$ cat src/rtl/rtc_defs_pkg.sv
// Shared definitions for the RTC write path: default register addresses,
// scheduler FSM encoding and a constant-width helper.
package rtc_defs;

  localparam logic [7:0] RTC_ADDR_SEC      = 8'h21;
  localparam logic [7:0] RTC_ADDR_MIN      = 8'h22;
  localparam logic [7:0] RTC_ADDR_HOUR     = 8'h23;
  localparam logic [7:0] RTC_ADDR_DAY      = 8'h24;
  localparam logic [7:0] RTC_ADDR_MONTH    = 8'h25;
  localparam logic [7:0] RTC_ADDR_YEAR     = 8'h26;
  localparam logic [7:0] RTC_ADDR_CHR_SEC  = 8'h41;
  localparam logic [7:0] RTC_ADDR_CHR_MIN  = 8'h42;
  localparam logic [7:0] RTC_ADDR_CHR_HOUR = 8'h43;

  // Field 0 sits in the least significant slice.
  localparam logic [71:0] RTC_DEFAULT_MAP = {
    RTC_ADDR_CHR_SEC, RTC_ADDR_CHR_MIN, RTC_ADDR_CHR_HOUR,
    RTC_ADDR_YEAR,    RTC_ADDR_MONTH,   RTC_ADDR_DAY,
    RTC_ADDR_SEC,     RTC_ADDR_MIN,     RTC_ADDR_HOUR
  };

  typedef enum logic [1:0] {
    ST_IDLE  = 2'd0,
    ST_ISSUE = 2'd1,
    ST_ABORT = 2'd2
  } state_t;

  // Bits needed to hold values 0..value-1, never less than one.
  function automatic int clog2(input int value);
    int r;
    r = 1;
    while ((1 << r) < value) r++;
    return r;
  endfunction

endpackage

$ cat src/rtl/rtc_prio_pick.sv
// Rotating priority encoder: grants the first set request at or above start,
// wrapping past the top index.
module rtc_prio_pick
  import rtc_defs::*;
#(
  parameter int N     = 9,
  parameter int IDX_W = clog2(N)
) (
  input  logic [N-1:0]     req,
  input  logic [IDX_W-1:0] start,
  output logic [IDX_W-1:0] grant,
  output logic             valid
);

  int idx;

  // NOTE: every output of a combinational block gets a default before any
  // conditional assignment, otherwise a latch is inferred.
  always_comb begin
    grant = '0;
    valid = 1'b0;
    idx   = 0;
    for (int off = 0; off < N; off++) begin
      idx = (int'(start) + off) % N;
      if (!valid && req[idx]) begin
        valid = 1'b1;
        grant = IDX_W'(idx);
      end
    end
  end

endmodule

$ cat src/rtl/rtc_write_scheduler.sv
// Buffers per-field RTC writes in a pending bitmap with data shadows and
// issues them one at a time over a req/ack bus with optional timeout.
module rtc_write_scheduler
  import rtc_defs::*;
#(
  parameter int                          NUM_FIELDS = 9,
  parameter int                          ADDR_W     = 8,
  parameter int                          DATA_W     = 8,
  parameter logic [NUM_FIELDS*ADDR_W-1:0] ADDR_TABLE = RTC_DEFAULT_MAP,
  parameter int                          RR_MODE    = 0,
  parameter int                          TIMEOUT    = 255
) (
  input  logic                           clk,
  input  logic                           reset_n,
  input  logic [NUM_FIELDS-1:0]          field_req,
  input  logic [NUM_FIELDS*DATA_W-1:0]   field_data,
  input  logic                           flush,
  output logic                           bus_req,
  output logic [ADDR_W-1:0]              bus_addr,
  output logic [DATA_W-1:0]              bus_data,
  input  logic                           bus_ack,
  output logic [NUM_FIELDS-1:0]          pending,
  output logic                           busy,
  output logic                           done,
  output logic [clog2(NUM_FIELDS)-1:0]   done_idx,
  output logic                           err
);

  localparam int IDX_W = clog2(NUM_FIELDS);
  localparam int CNT_W = clog2(TIMEOUT + 1);

  state_t                  state, state_next;
  logic [NUM_FIELDS-1:0]   pending_next;
  logic [DATA_W-1:0]       shadow [NUM_FIELDS];
  logic [IDX_W-1:0]        cur_idx, ptr, pick_start, pick_idx;
  logic                    pick_valid;
  logic [DATA_W-1:0]       sel_data;
  logic [CNT_W-1:0]        tmo_cnt;
  logic                    ack_hit, tmo_hit, select;

  assign pick_start = (RR_MODE != 0) ? ptr : '0;

  rtc_prio_pick #(.N(NUM_FIELDS), .IDX_W(IDX_W)) u_pick (
    .req   (pending),
    .start (pick_start),
    .grant (pick_idx),
    .valid (pick_valid)
  );

  assign select  = (state == ST_IDLE) && pick_valid;
  assign ack_hit = (state == ST_ISSUE) && bus_ack;
  assign tmo_hit = (TIMEOUT != 0) && (state == ST_ISSUE) && !bus_ack &&
                   (tmo_cnt == CNT_W'(TIMEOUT - 1));

  assign bus_req = (state == ST_ISSUE);
  assign busy    = (|pending) || (state != ST_IDLE);

  // A request landing on the selection edge is forwarded so the newest value is written.
  assign sel_data = field_req[pick_idx] ? field_data[pick_idx*DATA_W +: DATA_W]
                                        : shadow[pick_idx];

  always_comb begin
    state_next = state;
    unique case (state)
      ST_IDLE:  if (pick_valid) state_next = ST_ISSUE;
      ST_ISSUE: if (ack_hit) state_next = ST_IDLE;
                else if (tmo_hit) state_next = ST_ABORT;
      ST_ABORT: state_next = ST_IDLE;
      default:  state_next = ST_IDLE;
    endcase
  end

  // New requests are applied last so they beat both flush and the ack clear.
  always_comb begin
    pending_next = pending;
    if (flush) pending_next = '0;
    if (ack_hit) pending_next[cur_idx] = 1'b0;
    pending_next = pending_next | field_req;
  end

  // NOTE: sequential state uses non-blocking assignments so every register
  // samples the pre-edge values regardless of statement order.
  always_ff @(posedge clk or negedge reset_n) begin
    if (!reset_n) begin
      state    <= ST_IDLE;
      pending  <= '0;
      bus_addr <= '0;
      bus_data <= '0;
      cur_idx  <= '0;
      ptr      <= '0;
      tmo_cnt  <= '0;
      done     <= 1'b0;
      err      <= 1'b0;
      done_idx <= '0;
    end else begin
      state   <= state_next;
      pending <= pending_next;
      done    <= ack_hit;
      err     <= tmo_hit;
      if (select) begin
        cur_idx  <= pick_idx;
        bus_addr <= ADDR_TABLE[pick_idx*ADDR_W +: ADDR_W];
        bus_data <= sel_data;
        tmo_cnt  <= '0;
      end else if (state == ST_ISSUE && !bus_ack) begin
        tmo_cnt <= tmo_cnt + CNT_W'(1);
      end
      if (ack_hit || tmo_hit) begin
        done_idx <= cur_idx;
        ptr      <= (cur_idx == IDX_W'(NUM_FIELDS - 1)) ? '0 : cur_idx + IDX_W'(1);
      end
    end
  end

  // NOTE: the shadow array is small and its reset value is architecturally
  // visible, so it is reset; larger storage arrays normally are not.
  always_ff @(posedge clk or negedge reset_n) begin
    if (!reset_n) begin
      for (int i = 0; i < NUM_FIELDS; i++) shadow[i] <= '0;
    end else begin
      for (int i = 0; i < NUM_FIELDS; i++)
        if (field_req[i]) shadow[i] <= field_data[i*DATA_W +: DATA_W];
    end
  end

endmodule

$ cat config.mk
export PLATFORM = sky130hd
export DESIGN_NAME = rtc_write_scheduler
export DESIGN_NICKNAME = d
export VERILOG_FILES = /design/src/rtl/rtc_defs_pkg.sv /design/src/rtl/rtc_prio_pick.sv /design/src/rtl/rtc_write_scheduler.sv
export SDC_FILE = /design/constraint.sdc
export NUM_CORES = 1
export LEC_CHECK = 0
export ABC_AREA = 1
export ABC_CLOCK_PERIOD_IN_PS = 1700
export CORE_ASPECT_RATIO = 1.4
export CORE_UTILIZATION = 47
export CTS_CLUSTER_SIZE = 12
export DETAILED_ROUTE_END_ITERATION = 10
export GPL_TIMING_DRIVEN = 0
export PLACE_DENSITY = 0.85
export SLEW_MARGIN = 20
export SYNTH_ARGS = -nofsm -noshare
export SYNTH_HDL_FRONTEND = slang
export SYNTH_SLANG_ARGS = --single-unit
export TNS_END_PERCENT = 5
$ cat constraint.sdc
create_clock -name clk -period 1.7 [get_ports clk]
set_input_delay 0.17 -clock clk [delete_from_list [all_inputs] [get_ports clk]]
set_output_delay 0.17 -clock clk [all_outputs]
set_load 0.02 [all_outputs]
==> flow_summary.yaml <==
status:
  status: "finished with violations"
  violations: "setup timing"
yosys:
  netlist_area_sq_mm: 0.00601
  synth-warning-count: 0
  seq_area_frac_synth: 0.475
  netlist-cell-type-count: 35
  synth_seq_cells: 114
  post_synth_inst_count: 811
  avgSynthCellArea_sq_um: 7.41
final_layout:
  multiInputGateArea_sq_mm: 0.00302
  areaGrowthSynthToFinish_pct: 42.8
  final_layout_size_suffix_gt1_frac: 0.164
  antennaDiodeCount: 0
  seqCellArea_sq_mm: 0.00286
  mostFrequentLayoutCells: "nand2_1 (275), dfrtp_1 (110), clkdlybuf4s50_1 (103)"
  final_common_cell: "nand2_1"
  final_util: 0.693
  finalNetCount: 1046
  n_fill_cell: 908
worst_setup_path:
  cp_slowest_cell: "dfrtp_2"
  critPathRequiredTime_ps: 2010
  ff2ff_path_depth: 14
  path_delay_family: "simple AND/OR/NAND/NOR gates"
  worstPathMaxFanout: 10
  endpoint_kind: "flip-flop"
  path_class: "flip-flop to flip-flop"
  cp.buffers_inverters: 4
  arrival_ps: 2520
  startpoint_type: "flip-flop"
  cpPeakStageDelay_ps: 400
  crit_cells: 14
  path_cells: "buf_6 -> inv_2 -> a21oi_2 -> nor2_2 -> nor2_4 -> nand2_8 -> buf_4 -> buf_6 -> nand2_1 -> nand3_1 -> nand3_1 -> nand3_2 -> nand3_2 -> nand2_1"
routing:
  vias: 6294
  drt-pass1-iter-count: 6
  route.detailed.drc: 0
  wl_mm: 19.4
  vias_per_cell: 5.61
  drt_iter0_drc: 570
  post_drt_wl_per_cell_microns: 17.3
  ant_nets: 0
sta:
  min_period_over_period: 1.30
  rsz0062_at_grt: "true"
  finalHoldViolCount: 0
  slew_violations: 0
  final.setup_skew_ps: 7.87
  setup_ws_ps: -509
  period_needed_ps: 2210
  fmax_mhz: 453
  slew_headroom: 0.614
  tightest_slew_ps: 578
  setup_violations: 14
min_path:
  hold_path_class: "input pin to flip-flop"
  worstHoldPathCells: 3
place:
  io_buffers: 110
  place_ws_ps: -718
  dp_hpwl_mm: 12.5
  gp_congestion: 0.893
global_routing:
  grt_usage: 0.296
  antenna_found_initial: 0
  overflow: 0
  grt_pass1_wl_mm: 30.3
  grt_max_degree: 59
  grt_pass1_vias: 6174
clock_network:
  clock_sinks: 114
  cts-buffers-inserted: 17
  cts_tree: "done"
  root_buffer: "clkbuf_16"
  path_clk_slew_ps: 50
  clk_latency_ps: 420
  clk_path_buf_depth: 2
  htreeDepth: 4
floorplan:
  io_pins: 118
  start_util: 0.486
  die_area_sq_mm: 0.0132
  core_area_sq_mm: 0.0124
  die-height_microns: 136
  die_w_microns: 97.6
  rows: 48
pwr:
  power_density_mw_per_mm2: 1270
  leakagePower_nw: 4.05
  total_power_w: 0.0109
  vdd_drop_max_uv: 750
flow_run:
  drv_cap: 0
## power breakdown
part,total (W),leakage [nW],switching [W],internal [W]
combinational,0.00355,2.37,0.00209,0.00146
clock,0.00392,0.310,0.00125,0.00267
sequential,0.00342,1.37,0.000270,0.00315
total,0.0109,4.05,0.00362,0.00729
## registers in the layout, summed over array words and instances (netlist names)
signal,cells
err,1
cur_idx,4
bus_addr,5
done,1
shadow,72
pending,9
tmo_cnt,8
state,2
done_idx,4
bus_data,8
## worst min-delay path, delay by kind of cell
family	cells	cell delay, ps
buffers and inverters	1	230
and+or+nand+nor	2	170
## path summary, 6_finish.rpt
kind / startpoint / end / slack (ps)
max: pending[2] / bus_data[4] / -510
max in group asynchronous: reset_n / shadow[27] / 730
min: field_req[4] / shadow[38] / 200
min in group asynchronous: reset_n / shadow[65] / 290
min reg2reg: shadow[52] / shadow[52] / 470
max reg2reg: pending[2] / bus_data[4] / -510
## cell usage after synthesis, drive strengths merged
cell | count | area share
conb | 1 | 0.00062
nor3b | 1 | 0.0012
nand2 | 286 | 0.18
nand3 | 85 | 0.074
ha | 2 | 0.0042
o21bai | 1 | 0.0012
xor2 | 4 | 0.0058
nand3b | 1 | 0.0012
and2 | 1 | 0.0010
clkinv | 5 | 0.0031
dfrtp | 114 | 0.47
nor3 | 4 | 0.0033
nor2 | 79 | 0.054
a21oi | 23 | 0.019
nand4 | 4 | 0.0042
inv | 70 | 0.044
o211ai | 3 | 0.0037
mux2 | 8 | 0.015
buf | 20 | 0.025
a31o | 2 | 0.0029
o21ai | 81 | 0.069
xnor2 | 1 | 0.0015
clkbuf | 15 | 0.0094
## layer usage
metal  GRT usage  vias to the layer above  part of all wire
met5           0                        -                 0
met4       0.194                        0             0.054
met3      0.0583                       95             0.080
met2       0.512                      423              0.51
met1       0.331                     2905              0.36
li1            -                     2871                 -
## per-stage QoR
| stage | hold slack, ps | instance area, sq um | TNS (ps) | std cells |
|---|---|---|---|---|
| final | 198 | 8580 | -3900 | 1122 |
| after global routing | 236 | 8580 | -6420 | 1122 |
| after CTS | 179 | 8400 | -3880 | 1119 |
| after detailed placement | 167 | 7340 | -12420 | 1074 |
| after global placement | 449 | 7310 | -462940 | 1073 |
| after floorplan | -126 | 6020 | -2420 | 813 |
## kinds of logic (layout without fill, tap and decap cells)
kind of cell / Yosys count / count (layout) / synth area share
AO/OA/AOI/OAI: 110 / 110 / 0.0964
XOR/XNOR: 5 / 5 / 0.00729
adder cells (fa/ha/maj): 2 / 2 / 0.00416
buffers and inverters: 110 / 268 / 0.0814
flip-flops: 114 / 114 / 0.475
multiplexers: 8 / 8 / 0.0150
other: 1 / 3 / 0.000624
AND/OR/NAND/NOR: 461 / 462 / 0.320
## timing repair
item,in CTS,in global routing
gates resized for setup,84,48
hold buffers,1,0
pin swaps,22,17
cloned,2,0
setup buffers,11,3
endpoints found under the hold margin,56,0
endpoints found under the setup margin,31,32
## area by class of cell
| cell class | instances | area share |
|---|---|---|
| multi-input combinational | 590 | 0.352 |
| sequential | 114 | 0.333 |
| clock inverter | 10 | 0.0210 |
| inverter | 75 | 0.0333 |
| buffer | 34 | 0.0349 |
| tap | 150 | 0.0219 |
| timing repair buffer | 127 | 0.150 |
| clock buffer | 22 | 0.0541 |
Note: power is estimated with default switching activity, not from simulation.
